[src/rtl/i2s_mic_rx_if.sv]
// I2S microphone pins plus the processed-sample output of the receiver.
// The receiver uses the master modport; a microphone model or consumer uses the slave modport.
interface i2s_mic_rx_if;
  logic               i2s_sck;
  logic               i2s_ws;
  logic               i2s_sd;
  logic signed [17:0] adata0;
  logic               adatardy;
  logic               clip;

  modport master (
    output i2s_sck,
    output i2s_ws,
    output adata0,
    output adatardy,
    output clip,
    input  i2s_sd
  );

  modport slave (
    input  i2s_sck,
    input  i2s_ws,
    input  adata0,
    input  adatardy,
    input  clip,
    output i2s_sd
  );
endinterface

[src/rtl/i2s_mic_rx.sv]
// I2S master receiver for a 24-bit MEMS mic: takes the left word, truncates it to 18 bits,
// removes DC with a leaky integrator and emits one saturated sample per frame.
module i2s_mic_rx #(
  parameter int SCK_DIV  = 16,
  parameter int DC_SHIFT = 10,
  parameter bit DC_EN    = 1'b1
) (
  input  logic             i_clk,
  input  logic             i_nrst,
  i2s_mic_rx_if.master     io_bus
);

  localparam int PW = $clog2(2 * SCK_DIV);
  localparam int AW = 18 + DC_SHIFT + 2;
  localparam logic [PW-1:0] P_LAST = PW'(2 * SCK_DIV - 1);
  localparam logic [PW-1:0] P_HALF = PW'(SCK_DIV);
  localparam logic [PW-1:0] P_SAMP = PW'(SCK_DIV + SCK_DIV / 2);
  localparam logic signed [AW-1:0] SAT_MAX = AW'(131071);
  localparam logic signed [AW-1:0] SAT_MIN = AW'(-131072);

  logic [PW-1:0]         r_p;
  logic [5:0]            r_b;
  logic                  r_sck;
  logic                  r_ws;
  logic                  r_sd_q;
  logic [23:0]           r_shift;
  logic                  r_v0;
  logic                  r_v1;
  logic signed [AW-1:0]  r_x;
  logic signed [AW-1:0]  r_acc;
  logic signed [17:0]    r_adata;
  logic                  r_rdy;
  logic                  r_clip;

  logic [PW-1:0]         w_p_nxt;
  logic [5:0]            w_b_nxt;
  logic                  w_wrap;
  logic                  w_samp;
  logic                  w_left_bit;
  logic signed [AW-1:0]  w_dc;
  logic signed [AW-1:0]  w_y;
  logic signed [AW-1:0]  w_acc_nxt;
  logic                  w_hi;
  logic                  w_lo;
  logic signed [17:0]    w_sat;

  always_comb begin
    w_wrap     = (r_p == P_LAST);
    w_p_nxt    = w_wrap ? '0 : r_p + PW'(1);
    w_b_nxt    = w_wrap ? r_b + 6'd1 : r_b;
    w_samp     = (r_p == P_SAMP);
    w_left_bit = (r_b >= 6'd1) && (r_b <= 6'd24);
    // dc uses the accumulator value from before this sample's update
    w_dc       = r_acc >>> DC_SHIFT;
    w_y        = DC_EN ? (r_x - w_dc) : r_x;
    w_acc_nxt  = r_acc + w_y;
    w_hi       = (w_y > SAT_MAX);
    w_lo       = (w_y < SAT_MIN);
    if (w_hi)
      w_sat = 18'sh1FFFF;
    else if (w_lo)
      w_sat = 18'sh20000;
    else
      w_sat = w_y[17:0];
  end

  always_ff @(posedge i_clk) begin
    if (!i_nrst) begin
      r_p     <= '0;
      r_b     <= '0;
      r_sck   <= 1'b0;
      r_ws    <= 1'b0;
      r_sd_q  <= 1'b0;
      r_shift <= '0;
      r_v0    <= 1'b0;
      r_v1    <= 1'b0;
      r_x     <= '0;
      r_acc   <= '0;
      r_adata <= '0;
      r_rdy   <= 1'b0;
      r_clip  <= 1'b0;
    end else begin
      r_sd_q <= io_bus.i2s_sd;
      r_p    <= w_p_nxt;
      r_b    <= w_b_nxt;
      // SCK and WS are registered from the next counter values so they line up with p and b
      r_sck  <= (w_p_nxt >= P_HALF);
      r_ws   <= w_b_nxt[5];

      r_v0 <= 1'b0;
      if (w_samp && w_left_bit) begin
        r_shift <= {r_shift[22:0], r_sd_q};
        r_v0    <= (r_b == 6'd24);
      end

      r_v1 <= r_v0;
      if (r_v0)
        r_x <= AW'($signed(r_shift) >>> 6);

      r_rdy  <= r_v1;
      r_clip <= r_v1 && (w_hi || w_lo);
      if (r_v1) begin
        r_adata <= w_sat;
        r_acc   <= DC_EN ? w_acc_nxt : '0;
      end
    end
  end

  assign io_bus.i2s_sck  = r_sck;
  assign io_bus.i2s_ws   = r_ws;
  assign io_bus.adata0   = r_adata;
  assign io_bus.adatardy = r_rdy;
  assign io_bus.clip     = r_clip;

endmodule

[src/flat_wrapper.sv]
// flat-port wrapper written by rule: the top's interface ports become plain ports
module i2s_mic_rx_flat 
#(
  parameter int SCK_DIV  = 16,
  parameter int DC_SHIFT = 10,
  parameter bit DC_EN    = 1'b1
)
  (i_clk, i_nrst, io_bus_i2s_sck, io_bus_i2s_ws, io_bus_adata0, io_bus_adatardy, io_bus_clip, io_bus_i2s_sd);
  i2s_mic_rx_if io_bus_i ();
  input  logic i_clk;
  input  logic i_nrst;
  output wire logic [$bits(io_bus_i.i2s_sck)-1:0] io_bus_i2s_sck;
  output wire logic [$bits(io_bus_i.i2s_ws)-1:0] io_bus_i2s_ws;
  output wire logic [$bits(io_bus_i.adata0)-1:0] io_bus_adata0;
  output wire logic [$bits(io_bus_i.adatardy)-1:0] io_bus_adatardy;
  output wire logic [$bits(io_bus_i.clip)-1:0] io_bus_clip;
  input wire logic [$bits(io_bus_i.i2s_sd)-1:0] io_bus_i2s_sd;
  assign io_bus_i2s_sck = io_bus_i.i2s_sck;
  assign io_bus_i2s_ws = io_bus_i.i2s_ws;
  assign io_bus_adata0 = io_bus_i.adata0;
  assign io_bus_adatardy = io_bus_i.adatardy;
  assign io_bus_clip = io_bus_i.clip;
  assign io_bus_i.i2s_sd = io_bus_i2s_sd;
  i2s_mic_rx #(.SCK_DIV(SCK_DIV), .DC_SHIFT(DC_SHIFT), .DC_EN(DC_EN)) u_core (.i_clk(i_clk), .i_nrst(i_nrst), .io_bus(io_bus_i));
endmodule
[config.mk]
export PLATFORM = sky130hd
export DESIGN_NAME = i2s_mic_rx_flat
export DESIGN_NICKNAME = d
export VERILOG_FILES = /design/src/rtl/i2s_mic_rx_if.sv /design/src/rtl/i2s_mic_rx.sv /design/src/flat_wrapper.sv
export SDC_FILE = /design/constraint.sdc
export NUM_CORES = 1
export LEC_CHECK = 0
export BUFFER_PORTS_ARGS = -buffer_cell sky130_fd_sc_hd__buf_2
export CAP_MARGIN = 10
export CORE_MARGIN = 2
export CORE_UTILIZATION = 53
export DETAILED_ROUTE_END_ITERATION = 6
export PLACE_DENSITY = 0.78
export SKIP_LAST_GASP = 1
export SLEW_MARGIN = 25
export SYNTH_ARGS = -nofsm -noshare
export SYNTH_HDL_FRONTEND = slang
export SYNTH_SLANG_ARGS = --single-unit
[constraint.sdc]
create_clock -name i_clk -period 6.24 [get_ports i_clk]
set_clock_uncertainty 0.15 [all_clocks]
set_input_delay 0.936 -clock i_clk [delete_from_list [all_inputs] [get_ports i_clk]]
set_output_delay 0.936 -clock i_clk [all_outputs]
set_load 0.01 [all_outputs]
; ---- Word-level counts from Yosys, hierarchy flattened
; Index checks and enable logic that the tools add are counted.
[totals]
in_bits = 3
output_inout_bits = 22
register_bits = 107
word_cells = 34
[op_classes]
reduce_logical = 5
add_sub_neg = 4
n_eq_ne = 3
magnitude_cmp = 5
muxes = 4
[op_table]
columns = cell, count
row1 = $mux W18, 2
row2 = $add A30 B21 Y30, 1
row3 = $gt A21 B18 Y1 const B, 1
row4 = $lt A21 B18 Y1 const B, 1
row5 = $sub A18 B20 Y21, 1
row6 = $eq A5 B5 Y1 const B, 2
row7 = $add A6 B1 Y6 const B, 1
row8 = $eq A6 B5 Y1 const B, 1
row9 = $ge A6 B1 Y1 const B, 1
row10 = $le A6 B5 Y1 const B, 1
row11 = $mux W6, 1
row12 = $add A5 B1 Y5 const B, 1
row13 = $ge A5 B5 Y1 const B, 1
row14 = $mux W5, 1
row15 = $logic_and A1 B1 Y1, 3
row16 = $reduce_and A2 Y1, 1
row17 = $logic_or A1 B1 Y1, 1

; ---- Logic depth before layout (Yosys ltp)
[logic_depth]
depth_word = 4
ltp_mapped = 20
mapped_depth_nobuf = 20

; ---- Worst setup path before layout
; No wires, ideal clock.
[synth_path]
path_type = register to register
start = register u_core.r_x[0]
end = register u_core.r_acc[29]
arrival_ps = 4048
setup_time_ps = 72
synth_period_minus_slack_ps = 4270
path_stages_with_launch = 21
n_path_buf = 0
setup_slack_ps = 1970
required_ps = 6018
path_cell_list = dfxtp_1 inv_1 ha_1 fa_1 nor2b_1 o31a_1 o31ai_1 a211oi_1 o21bai_1 a41oi_1 inv_1 ha_1 a21o_1 a21o_1 a21oi_1 nand2_1 a21o_1 a21oi_1 o31ai_1 mux2i_1 mux2i_1
[synth_between]
elab_chain_len = 2
[synth_rtl]
columns = item, line_no
row1 = from (decl), i2s_mic_rx.sv:29  ; logic signed [AW-1:0] r_x;
row2 = from (signal assigned), i2s_mic_rx.sv:98  ; r_x <= AW'($signed(r_shift) >>> 6);
row3 = $sub A18 B20 Y21, i2s_mic_rx.sv:55  ; w_y = DC_EN ? (r_x - w_dc) : r_x;
row4 = $add A30 B21 Y30, i2s_mic_rx.sv:56  ; w_acc_nxt = r_acc + w_y;
row5 = to (signal assigned), i2s_mic_rx.sv:104  ; r_acc <= DC_EN ? w_acc_nxt : '0;
row6 = to (decl), i2s_mic_rx.sv:30  ; logic signed [AW-1:0] r_acc;
; Every way passes these cells.
; A chain may end at the register's enable or synchronous reset.

; ---- Worst setup path in the final report
[layout_path]
start = register u_core.r_acc[12]
end = register u_core.r_acc[28]
[layout_between]
elab_chain_len = 2
[layout_rtl]
columns = item, line_no
row1 = $sub A18 B20 Y21, i2s_mic_rx.sv:55
row2 = $add A30 B21 Y30 *, i2s_mic_rx.sv:56
; Every way passes the cells marked *; elsewhere a longest branch is shown, timed or not.

==> results.sh <==
export IMPL_ant_nets=0
export IMPL_grt_max_degree=76
export IMPL_ir_worst_vdd_mv=0.123
export IMPL_crit_slowest_cell="o31ai_1"
export IMPL_cts_hold_buf=0
export IMPL_finalNetCount=808
export IMPL_numCtsBuffers=9
export IMPL_tightest_slew_ps=629
export IMPL_cts_root_buf="clkbuf_16"
export IMPL_place_gp_congestion=0.936
export IMPL_status="complete, no violations"
export IMPL_hold_ws_ps=320
export IMPL_slowest_delay_ps=510
export IMPL_finalSetupViolations=0
export IMPL_crit_chain="inv_1, ha_1, nor2b_1, o31a_1, o31ai_1, o211ai_1, a21oi_1, xnor2_1, ha_1, inv_1, o21bai_1, a21oi_1, a2bb2oi_1, and3_1, o31ai_1, a31oi_1, and4_1, a311o_1"
export IMPL_final_max_slew_viol_count=0
export IMPL_powerDensity_nw_per_um2=182
export IMPL_slew_headroom_pct=58.1
export IMPL_period_minus_slack_ps=4840
export IMPL_num_io_pins=25
export IMPL_drtPass1Iterations=4
export IMPL_maxCapViolCount=0
export IMPL_min_period_over_period_pct=77.6
export IMPL_yosys_area_share_adder_pct=11.8
export IMPL_synth_edf_count=0
export IMPL_crit_type="reg -> reg"
export IMPL_rows=40
export IMPL_area_growth_pct=7.82
export IMPL_port_buffers=24
export IMPL_yosysWarnings=0
export IMPL_path_buf_inv=2
export IMPL_ys_types=56
export IMPL_path_clk_slew_ps=70
export IMPL_overflow=0
export IMPL_grt_antenna_before_repair=0
export IMPL_vias_per_cell=5.76
export IMPL_cp_end_kind="flip-flop"
export IMPL_die_x_um=115
export IMPL_synth_xor_area_share_pct=5.65
export IMPL_n_antenna_cell=0
export IMPL_fmax_mhz=207
export IMPL_track_usage_pct=21.9
export IMPL_async_flop_share_pct=0
export IMPL_pre_cts_ws_ps=1500
export IMPL_clock_sinks=106
export IMPL_cp_top_family="compound AO/OA/AOI/OAI gates"
export IMPL_drive_gt1_share_pct=6.67
export IMPL_ys_seq_area_share_pct=32.6
export IMPL_critical_path_arrival_ps=4940
export IMPL_final_cells=897
export IMPL_h_tree_depth=3
export IMPL_hpwlAfterDp_mm=10.5
export IMPL_layout_commonest_cell="dfxtp_1"
export IMPL_setup_worst_path_start="u_core.r_acc[12]"
export IMPL_start_util_pct=54.2
export IMPL_synth_ff_type="dfxtp_1"
export IMPL_worstPathMaxFanout=5
export IMPL_cts_resized=0
export IMPL_clk_latency_ps=360
export IMPL_cts_setup_buffers=0
export IMPL_drc=0
export IMPL_syn_nets=798
export IMPL_critPathRequiredTime_ps=6340
export IMPL_hold_viol=0
export IMPL_syn_area_sq_um=6510
export IMPL_die_area_sq_um=13200
export IMPL_wl_per_cell_um=15.7
export IMPL_power_leakage_nw=3.20
export IMPL_drt_iter0_drc=246
export IMPL_synth_area_per_cell_sq_um=8.86
export IMPL_final_cell_mix="dfxtp_1, nor2b_1, mux2i_1, a21oi_1, ha_1"
export IMPL_ys_seq_elements=106
export IMPL_die_h_um=115
export IMPL_cts_tree="yes"
export IMPL_synth_top_family_by_area="compound AO/OA/AOI/OAI gates"
export IMPL_core_area_sq_um=12000
export IMPL_synth_compound_area_share_pct=18.3
export IMPL_rsz0062_at_grt="no"
export IMPL_final_util_pct=58.4
export IMPL_wl_mm=14.1
export IMPL_r2r_slack_ps=1400
export IMPL_min_from="u_core.r_acc[29]"
export IMPL_clockBufferDepth=2
export IMPL_synth_simple_area_share_pct=17.6
export IMPL_hold_path_class="reg -> reg"
export IMPL_vias=5171
export IMPL_synth_cells=735
export IMPL_synthMuxAreaShare_pct=9.84
export IMPL_grt_pass1_wl_mm=23.4
export IMPL_start_kind="flip-flop"
export IMPL_dp_cells=881
export IMPL_grt_pass1_vias=5024
export IMPL_worst_slack_ps=1400
export IMPL_r2r_start="u_core.r_acc[12]"
export IMPL_fin_setup_tns_ps=0
==> metal layers <==
| layer | share of wire, % | vias to the layer above | GRT usage [%] |
|---|---|---|---|
| met5 | 0 | - | 0 |
| met4 | 1.6 | 0 | 8.51 |
| met3 | 2.6 | 19 | 3.11 |
| met2 | 48 | 79 | 38.2 |
| met1 | 47 | 2466 | 27.4 |
| li1 | - | 2607 | - |
==> state kept, by name, summed over array words and instances, names as in the netlist <==
register                cells
u_core.r_acc               30
u_core.r_shift             24
u_core.io_bus.adata0       18
u_core.r_x                 18
u_core.r_b                  5
u_core.r_p                  4
u_core.io_bus.adatardy      1
u_core.io_bus.clip          1
u_core.io_bus.i2s_sck       1
u_core.io_bus.i2s_ws        1
u_core.r_sd_q               1
u_core.r_v0                 1
u_core.r_v1                 1
==> cell type report <==
class,count,area (sq um)
fill,1050,4990
multi-input combinational,560,4120
sequential,106,2120
clock buffer,11,233
tap,147,184
inverter,41,154
timing repair buffer,27,143
clock inverter,5,63.8
==> kinds of logic (layout without fill, tap and decap cells) <==
logic type | Yosys count | count (layout)
and+or+nand+nor | 212 | 212
AOI/OAI and AO/OA | 182 | 182
DFF | 106 | 106
buffers and inverters | 69 | 84
muxes | 64 | 64
adders and majority gates | 60 | 60
xor gates and xnor gates | 42 | 42
==> final timing paths <==
path,endpoint,depth (start not counted)
worst max-delay path,u_core.r_acc[28],18
worst min-delay path,u_core.r_acc[29],2
worst max register to register,u_core.r_acc[28],18
worst min register to register,u_core.r_acc[29],2
==> through the flow <==
stage / area (sq um) / total power, W
floorplan: 6510 / 0.000711
global placement: 6720 / 0.000714
detailed placement: 6720 / 0.000715
CTS: 7020 / 0.00129
global route: 7020 / 0.00132
finish: 7020 / 0.00128
==> where the power goes <==
| group | leakage, nW | total [W] | switching (W) | internal [W] |
|---|---|---|---|---|
| Combinational | 2.21 | 0.0000197 | 0.0000109 | 0.00000882 |
| Sequential | 0.855 | 0.000679 | 0.00000150 | 0.000678 |
| Clock | 0.140 | 0.000577 | 0.000263 | 0.000315 |
| Total | 3.20 | 0.00128 | 0.000275 | 0.00100 |
==> worst register-to-register path, stage by stage (launching register included) <==
cell       delay, ps
dfxtp_1          340
inv_1             60
ha_1             350
nor2b_1          170
o31a_1           270
o31ai_1          510
o211ai_1         180
a21oi_1          210
xnor2_1          150
ha_1             400
inv_1            110
o21bai_1         170
a21oi_1          110
a2bb2oi_1        150
and3_1           230
o31ai_1          480
a31oi_1          200
and4_1           240
a311o_1          260
==> cells in the mapped netlist, types with 9 or more instances <==
| master | instances | area, sq um |
|---|---|---|
| dfxtp_1 | 106 | 2120 |
| nor2b_1 | 70 | 438 |
| mux2i_1 | 64 | 641 |
| a21oi_1 | 60 | 300 |
| ha_1 | 58 | 726 |
| nand2_1 | 45 | 169 |
| inv_1 | 41 | 154 |
| xnor2_1 | 33 | 289 |
| o21ai_0 | 31 | 155 |
| a21o_1 | 26 | 195 |
| nor2_1 | 26 | 97.6 |
| clkbuf_1 | 25 | 93.8 |
| and2_1 | 14 | 87.6 |
| nand3_1 | 14 | 70.1 |
| xor2_1 | 9 | 78.8 |
(Power assumes the default switching activity.)
